## src/rtl/pipe_hazard_scoreboard.sv

```systemverilog
// ============================================================================
//  Module      : pipe_hazard_scoreboard
//  Description : In-flight register-write scoreboard; raises stall on RAW hazards.
//                Optional macro HZ_WB_BYPASS_EN excludes the WB entry from stall.
//  Revision    : 1.0 - initial release
// ============================================================================
`default_nettype none

module pipe_hazard_scoreboard #(
    parameter int AW           = 5,
    parameter int WPORTS       = 2,
    parameter int RPORTS       = 2,
    parameter int DEPTH        = 3,
    parameter int COND_STAGE   = 0,
    parameter int FLUSH_STAGES = 1,
    parameter int CW           = 16
) (
    input  logic                   clk,
    input  logic                   rst,
    input  logic                   issue_valid,
    input  logic [WPORTS*AW-1:0]   issue_wa,
    input  logic [WPORTS-1:0]      issue_we,
    input  logic [RPORTS*AW-1:0]   rd_a,
    input  logic [RPORTS-1:0]      rd_en,
    input  logic                   cond_fail,
    input  logic                   flush,
    output logic                   stall,
    output logic [DEPTH-1:0]       hz_stage,
    output logic                   issue_ack,
    output logic [CW-1:0]          stall_cnt
);

`ifdef HZ_WB_BYPASS_EN
    localparam logic [DEPTH-1:0] c_stall_mask = ~(DEPTH'(1) << (DEPTH-1));
`else
    localparam logic [DEPTH-1:0] c_stall_mask = '1;
`endif

    logic [DEPTH-1:0]                 v_q, v_d;
    logic [DEPTH-1:0][WPORTS*AW-1:0]  wa_q, wa_d;
    logic [DEPTH-1:0][WPORTS-1:0]     we_q, we_d;
    logic [CW-1:0]                    stall_cnt_q, stall_cnt_d;
    logic [DEPTH-1:0]                 w_hz;

    always_comb begin
        w_hz = '0;
        for (int i = 0; i < DEPTH; i++) begin
            for (int j = 0; j < RPORTS; j++) begin
                for (int k = 0; k < WPORTS; k++) begin
                    if (rd_en[j] && v_q[i] && we_q[i][k] &&
                        (wa_q[i][k*AW +: AW] == rd_a[j*AW +: AW])) begin
                        w_hz[i] = 1'b1;
                    end
                end
            end
        end
    end

    assign hz_stage  = w_hz;
    assign stall     = |(w_hz & c_stall_mask);
    assign issue_ack = issue_valid && !stall && !flush;
    assign stall_cnt = stall_cnt_q;

    // Flush squashes the youngest entries before the shift; cond_fail only
    // strips the write enables of the entry leaving COND_STAGE.
    always_comb begin
        v_d  = '0;
        wa_d = '0;
        we_d = '0;
        for (int i = 0; i < DEPTH-1; i++) begin
            v_d[i+1]  = v_q[i] && !(flush && (i < FLUSH_STAGES));
            wa_d[i+1] = wa_q[i];
            if ((flush && (i < FLUSH_STAGES)) || (cond_fail && (i == COND_STAGE))) begin
                we_d[i+1] = '0;
            end else begin
                we_d[i+1] = we_q[i];
            end
        end
        if (issue_ack) begin
            v_d[0]  = 1'b1;
            wa_d[0] = issue_wa;
            we_d[0] = issue_we;
        end
    end

    always_comb begin
        stall_cnt_d = stall_cnt_q;
        if (stall && (stall_cnt_q != '1)) begin
            stall_cnt_d = stall_cnt_q + 1'b1;
        end
    end

    always_ff @(posedge clk) begin
        if (!rst) begin
            v_q         <= '0;
            wa_q        <= '0;
            we_q        <= '0;
            stall_cnt_q <= '0;
        end else begin
            v_q         <= v_d;
            wa_q        <= wa_d;
            we_q        <= we_d;
            stall_cnt_q <= stall_cnt_d;
        end
    end

endmodule

`default_nettype wire

```

## config.mk

```make
export PLATFORM = sky130hd
export DESIGN_NAME = pipe_hazard_scoreboard
export DESIGN_NICKNAME = d
export VERILOG_FILES = /design/src/rtl/pipe_hazard_scoreboard.sv
export SDC_FILE = /design/constraint.sdc
export NUM_CORES = 1
export LEC_CHECK = 0
export CORE_MARGIN = 2
export CORE_UTILIZATION = 47
export DETAILED_ROUTE_END_ITERATION = 10
export PLACE_DENSITY = 0.76
export SYNTH_ARGS = -nofsm -noshare
export SYNTH_HDL_FRONTEND = slang
export SYNTH_SLANG_ARGS = --single-unit
```

## constraint.sdc

```tcl
create_clock -name clk -period 2.8 [get_ports clk]
set_clock_uncertainty 0.15 [all_clocks]
set_input_delay 0.84 -clock clk [delete_from_list [all_inputs] [get_ports clk]]
set_output_delay 0.84 -clock clk [all_outputs]
set_load 0.005 [all_outputs]
```

# ---- Word level (Yosys, flattened, before mapping)
# Cells that the tools add are included.
dict set report op_classes {
  add_sub_neg 1
  eq_ne 13
  muxes 13
  bitwise_logic 1
  reduce_logical 40
}
# op count
set op_table {}
lappend op_table {{$eq 5x5->1} 12}
lappend op_table {{$logic_and 1x1->1} 34}
lappend op_table {{$add 16x1->16 const B} 1}
lappend op_table {{$ne 16x16->1 const B} 1}
lappend op_table {{$mux 1} 13}
lappend op_table {{$reduce_or 3->1} 1}
lappend op_table {{$logic_not 1->1} 2}
lappend op_table {{$reduce_and 2->1} 1}
lappend op_table {{$reduce_or 2->1} 1}
lappend op_table {{$logic_or 1x1->1} 1}
lappend op_table {{$not 1->1} 1}
dict set report word_totals {
  regBits 55
  input_bits 29
  out_inout_bits 21
  elab_cells 76
}

# ---- Depth between registers and ports, before layout
dict set report logic_depth {
  depth_word 12
  mapped_depth 10
  ltp_nobuf 7
}

# ---- Worst setup path before layout
# Ideal clock, no wire load.
dict set report synth_path {
  kind {input-to-output}
  startpoint {input port rd_a[1]}
  endpoint {output port issue_ack}
  t_arrival_ps 2120
  required_ps 1810
  path_slack_ps -310
  cell_stages 7
  path_buffers 1
  cell_sequence {buf_4 -> xnor2_1 -> nand4_1 -> o22ai_1 -> a31o_2 -> or3_4 -> nor3b_1}
}
dict set report synth_via {
  elab_chain_len 10
  word_cells_on_any_way 28
  cone_classes {eq/ne (6); mux (12); reduce/logical (10)}
}
# item line
set synth_lines {}
lappend synth_lines {{start, declared} 23} ;# input logic [RPORTS*AW-1:0] rd_a,
lappend synth_lines {{$eq 5x5->1} 51} ;# (wa_q[i][k*AW +: AW] == rd_a[j*AW +: AW])) begin
lappend synth_lines {{$logic_and 1x1->1} 50} ;# if (rd_en[j] && v_q[i] && we_q[i][k] &&
lappend synth_lines {{$mux 1} 50}
lappend synth_lines {{$mux 1 * (3 in series)} 50}
lappend synth_lines {{via hz_stage[2]} 28} ;# output logic [DEPTH-1:0] hz_stage,
lappend synth_lines {{$reduce_or 3->1 *} 60} ;# assign stall = |(w_hz & c_stall_mask);
lappend synth_lines {{via stall} 27} ;# output logic stall,
lappend synth_lines {{$logic_not 1->1 *} 61} ;# assign issue_ack = issue_valid && !stall && !flush;
lappend synth_lines {{$logic_and 1x1->1 * (2 in series)} 61}
lappend synth_lines {{end, declared} 29} ;# output logic issue_ack,
# Mark *: on every way through the listed nets, which the timed path passes. The rest lies on a longest branch.

# ---- Worst setup path after layout
dict set report layout_path {
  startpoint {input port rd_a[2]}
  endpoint {output port stall}
}
dict set report layout_via {
  elab_chain_len 7
  word_cells_on_any_way 25
  cone_classes {eq/ne (6); mux (12); reduce/logical (7)}
}
# item line
set layout_lines {}
lappend layout_lines {{$eq 5x5->1} 51}
lappend layout_lines {{$logic_and 1x1->1} 50}
lappend layout_lines {{$mux 1 (4 in series)} 50}
lappend layout_lines {{$reduce_or 3->1 *} 60}
lappend layout_lines {{end, declared} 27}
# Mark *: on every way between the ends. The rest lies on a longest branch, timed or not.

==> metrics <==
status=finished with violations; failing checks=setup timing; CTS clk-pin slew, worst paths=about 0.090 ns; fillers=around 450; CTS Hold Bufs=0; most frequent cells in the layout=55 x dfxtp_1, 40 x and2_1, 32 x clkdlybuf4s50_1; top_reg_cell synth=dfxtp_1; number of synthesized flops with an enable pin=0; Core ar.=between 5000 and 6000 µm²; Finished Core Util=approximately two thirds; Iter 0 DRT Violations=about 120; Power, Total=~1.5 mW; Post-Route WL=~6.2 mm; Synth Area in Adders=0.464%; met2 usage=about a third; Via density=roughly 5.3; DR vias=around 2,200; final net count=between 300 and 400; CTS tree=yes; Tmin final=about 3.3 ns; CP Class=in2out; largest net degree at the start of global routing=30; met3 Resource Use GR=under 10%; first-pass GRT wire length=10.1 mm; Leak=between 1 and 1.5 nW; total CTS buffers=5; buffer levels on the longest clock path=2; grt ovf=0; Clock Latency Late Sink=0.30 ns; area grow syn2layout=36.8%; mux share of post-synthesis cell area=less than 1%; Final Hold Fails=0; cell type with the highest aggregate area in the netlist=dfxtp_1; max-slew violations=0; synthesized flop and latch total=55; Max Fclk=a little over 300 MHz; Critical Path End Type=primary output; Simple-Gate Fraction of Synth Area=roughly a quarter; Overall Global Routing Usage=20.8%; drt drc=0; synthesized instance count=282; Synth warnings=0; power density cells=between 400 and 500 nW/µm²; io pins=50; largest family of logic cells by synthesized area=simple AND/OR/NAND/NOR gates; vias in the first global route=between 2,000 and 2,500; # port buffers=49; asr flop ratio synth=0%; post-synthesis compound-gate area fraction=about 6.6%; RSZ-0062 raised after global routing=true; DRT antenna net count=0; full die area=6360 µm²; antenna diode count=0; depth of the CTS H-tree=2; final setup fails=5; routing usage on met1=around 28%; Max-Slew Margin vs Limit=77.8%; layout cell share with drive strength beyond 1=a little under a quarter; Cell Rows=27; Hold WC Path Type=reg2reg; initial core utilization=between 40 and 50%; final worst setup slack=-0.452 ns; Syn Area/Cell=between 9 and 10 µm²; Setup Total Neg Slack=-1.43 ns; library cells used by synthesis=34; crit start category=primary input; Post-Synth XOR/XNOR Area=between 10% and 20%; GRT Max-Usage Layer=met2; CP Max Fanout=5; GPL Wtd Cong=between 0.9 and 1; syn_nets=between 300 and 400; initial antenna violation count=0; Die Span X=around 80 µm; post-synth top area share=between 40% and 50%; commonest non-fill, non-tap cell in the layout=dfxtp_1; Wirelength per Cell=about 15 µm; endpoint arrival time on the critical path=~2.3 ns; VDD IR max=roughly 0.00026 V; Max Cap Violations=0; die height=around 80 µm; post-synth design cell area=between 2000 and 3000 µm²; post-DP HPWL=4.50 mm; CP Data Required Time=approximately 1.8 ns; dpl cell area=3390 µm²; Seq/Total Area, Yosys=40.8%; final worst-path cycle share=116%; measured slew at the worst slew-check pin=around 0.33 ns; synth top area cells=dfxtp_1 41%, xor2_1 11%, and2_1 9.3%; CTS root buf=clkbuf_8; Final Instance Area=3690 µm²; drt pass-1 iters=4; clock sink count=between 50 and 60
==> where the power goes <==
part	internal (mW)	switching [mW]	total, mW
sequential	0.791	0.0109	0.802
clock	0.289	0.246	0.535
combinational	0.100	0.0773	0.178
==> critical path, stage by stage <==
cell and delay (ns):
buf_4 0.15, xnor2_2 0.13, nand4_1 0.09, o22ai_1 0.08, a31o_2 0.22, or3_4 0.40, buf_4 0.14, buf_6 0.11
buf_6 0.10
==> through the flow <==
step	hold WS, ns	setup slack (ns)	instances
after floorplan	0.287	-0.253	282
after global placement	0.327	-1.31	408
final	0.349	-0.452	415
after detailed placement	0.332	-1.31	408
after global routing	0.364	-0.509	415
after CTS	0.348	-0.494	416
==> logic make-up (layout without fill, tap and decap cells) <==
| logic type | count (synthesis) | in the layout |
|---|---|---|
| flip-flops | 55 | 55 |
| multiplexers | 1 | 1 |
| AND/OR/NAND/NOR | 111 | 111 |
| AO/OA/AOI/OAI | 31 | 31 |
| XOR/XNOR | 61 | 61 |
| adder cells (fa/ha/maj) | 1 | 1 |
| buffers and inverters | 22 | 83 |
==> layer usage <==
layer | vias to the layer above | wire length (µm) | part of all wire (%)
li1 | 1089 | - | -
met3 | 19 | 303 | 4.9
met2 | 70 | 2960 | 48
met4 | 0 | 195 | 3.2
met5 | - | 0 | 0
met1 | 1033 | 2730 | 44
==> layout make-up <==
| class | instances | area, µm² | share of cell area (%) |
|---|---|---|---|
| multi-input cells | 205 | 1670 | 45.4 |
| flip-flops and latches | 55 | 1100 | 29.8 |
| repair buffers | 73 | 701 | 19.0 |
| well taps | 72 | 90.1 | 2.44 |
| clock buffers | 6 | 82.6 | 2.24 |
| clock inverters | 2 | 35.0 | 0.949 |
| inverters | 2 | 7.51 | 0.203 |
==> worst paths after layout <==
check	start	depth (start not counted)	slack [ns]	endpoint
max	rd_a[2]	9	-0.45	stall
min reg2reg	v_q[1]	1	0.35	v_q[2]
max reg2reg	wa_q[29]	11	0.28	wa_d[13]
min	v_q[1]	1	0.35	v_q[2]
==> registers in the layout, summed over array words and instances, names as in the netlist <==
signal,cells
stall_cnt,16
v_q,3
wa_d,20
wa_q,10
we_d,2
we_q,4
==> timing repair <==
action | CTS | global route
buffers inserted | 5 | 2
pin swaps | 29 | 17
gates resized for setup | 92 | 45
setup endpoints to repair | 34 | 20
==> cells in the mapped netlist, types with 6 or more instances <==
cell and count:
o21ai_0 11, xor2_1 33, nor4_1 8, nand4_1 18, and2_1 40, nand3_1 7, or3_1 10, nand2_1 8
buf_4 7, clkbuf_1 6, dfxtp_1 55, xnor2_1 28, a21oi_1 12
Power figures use the tool's default switching activity.
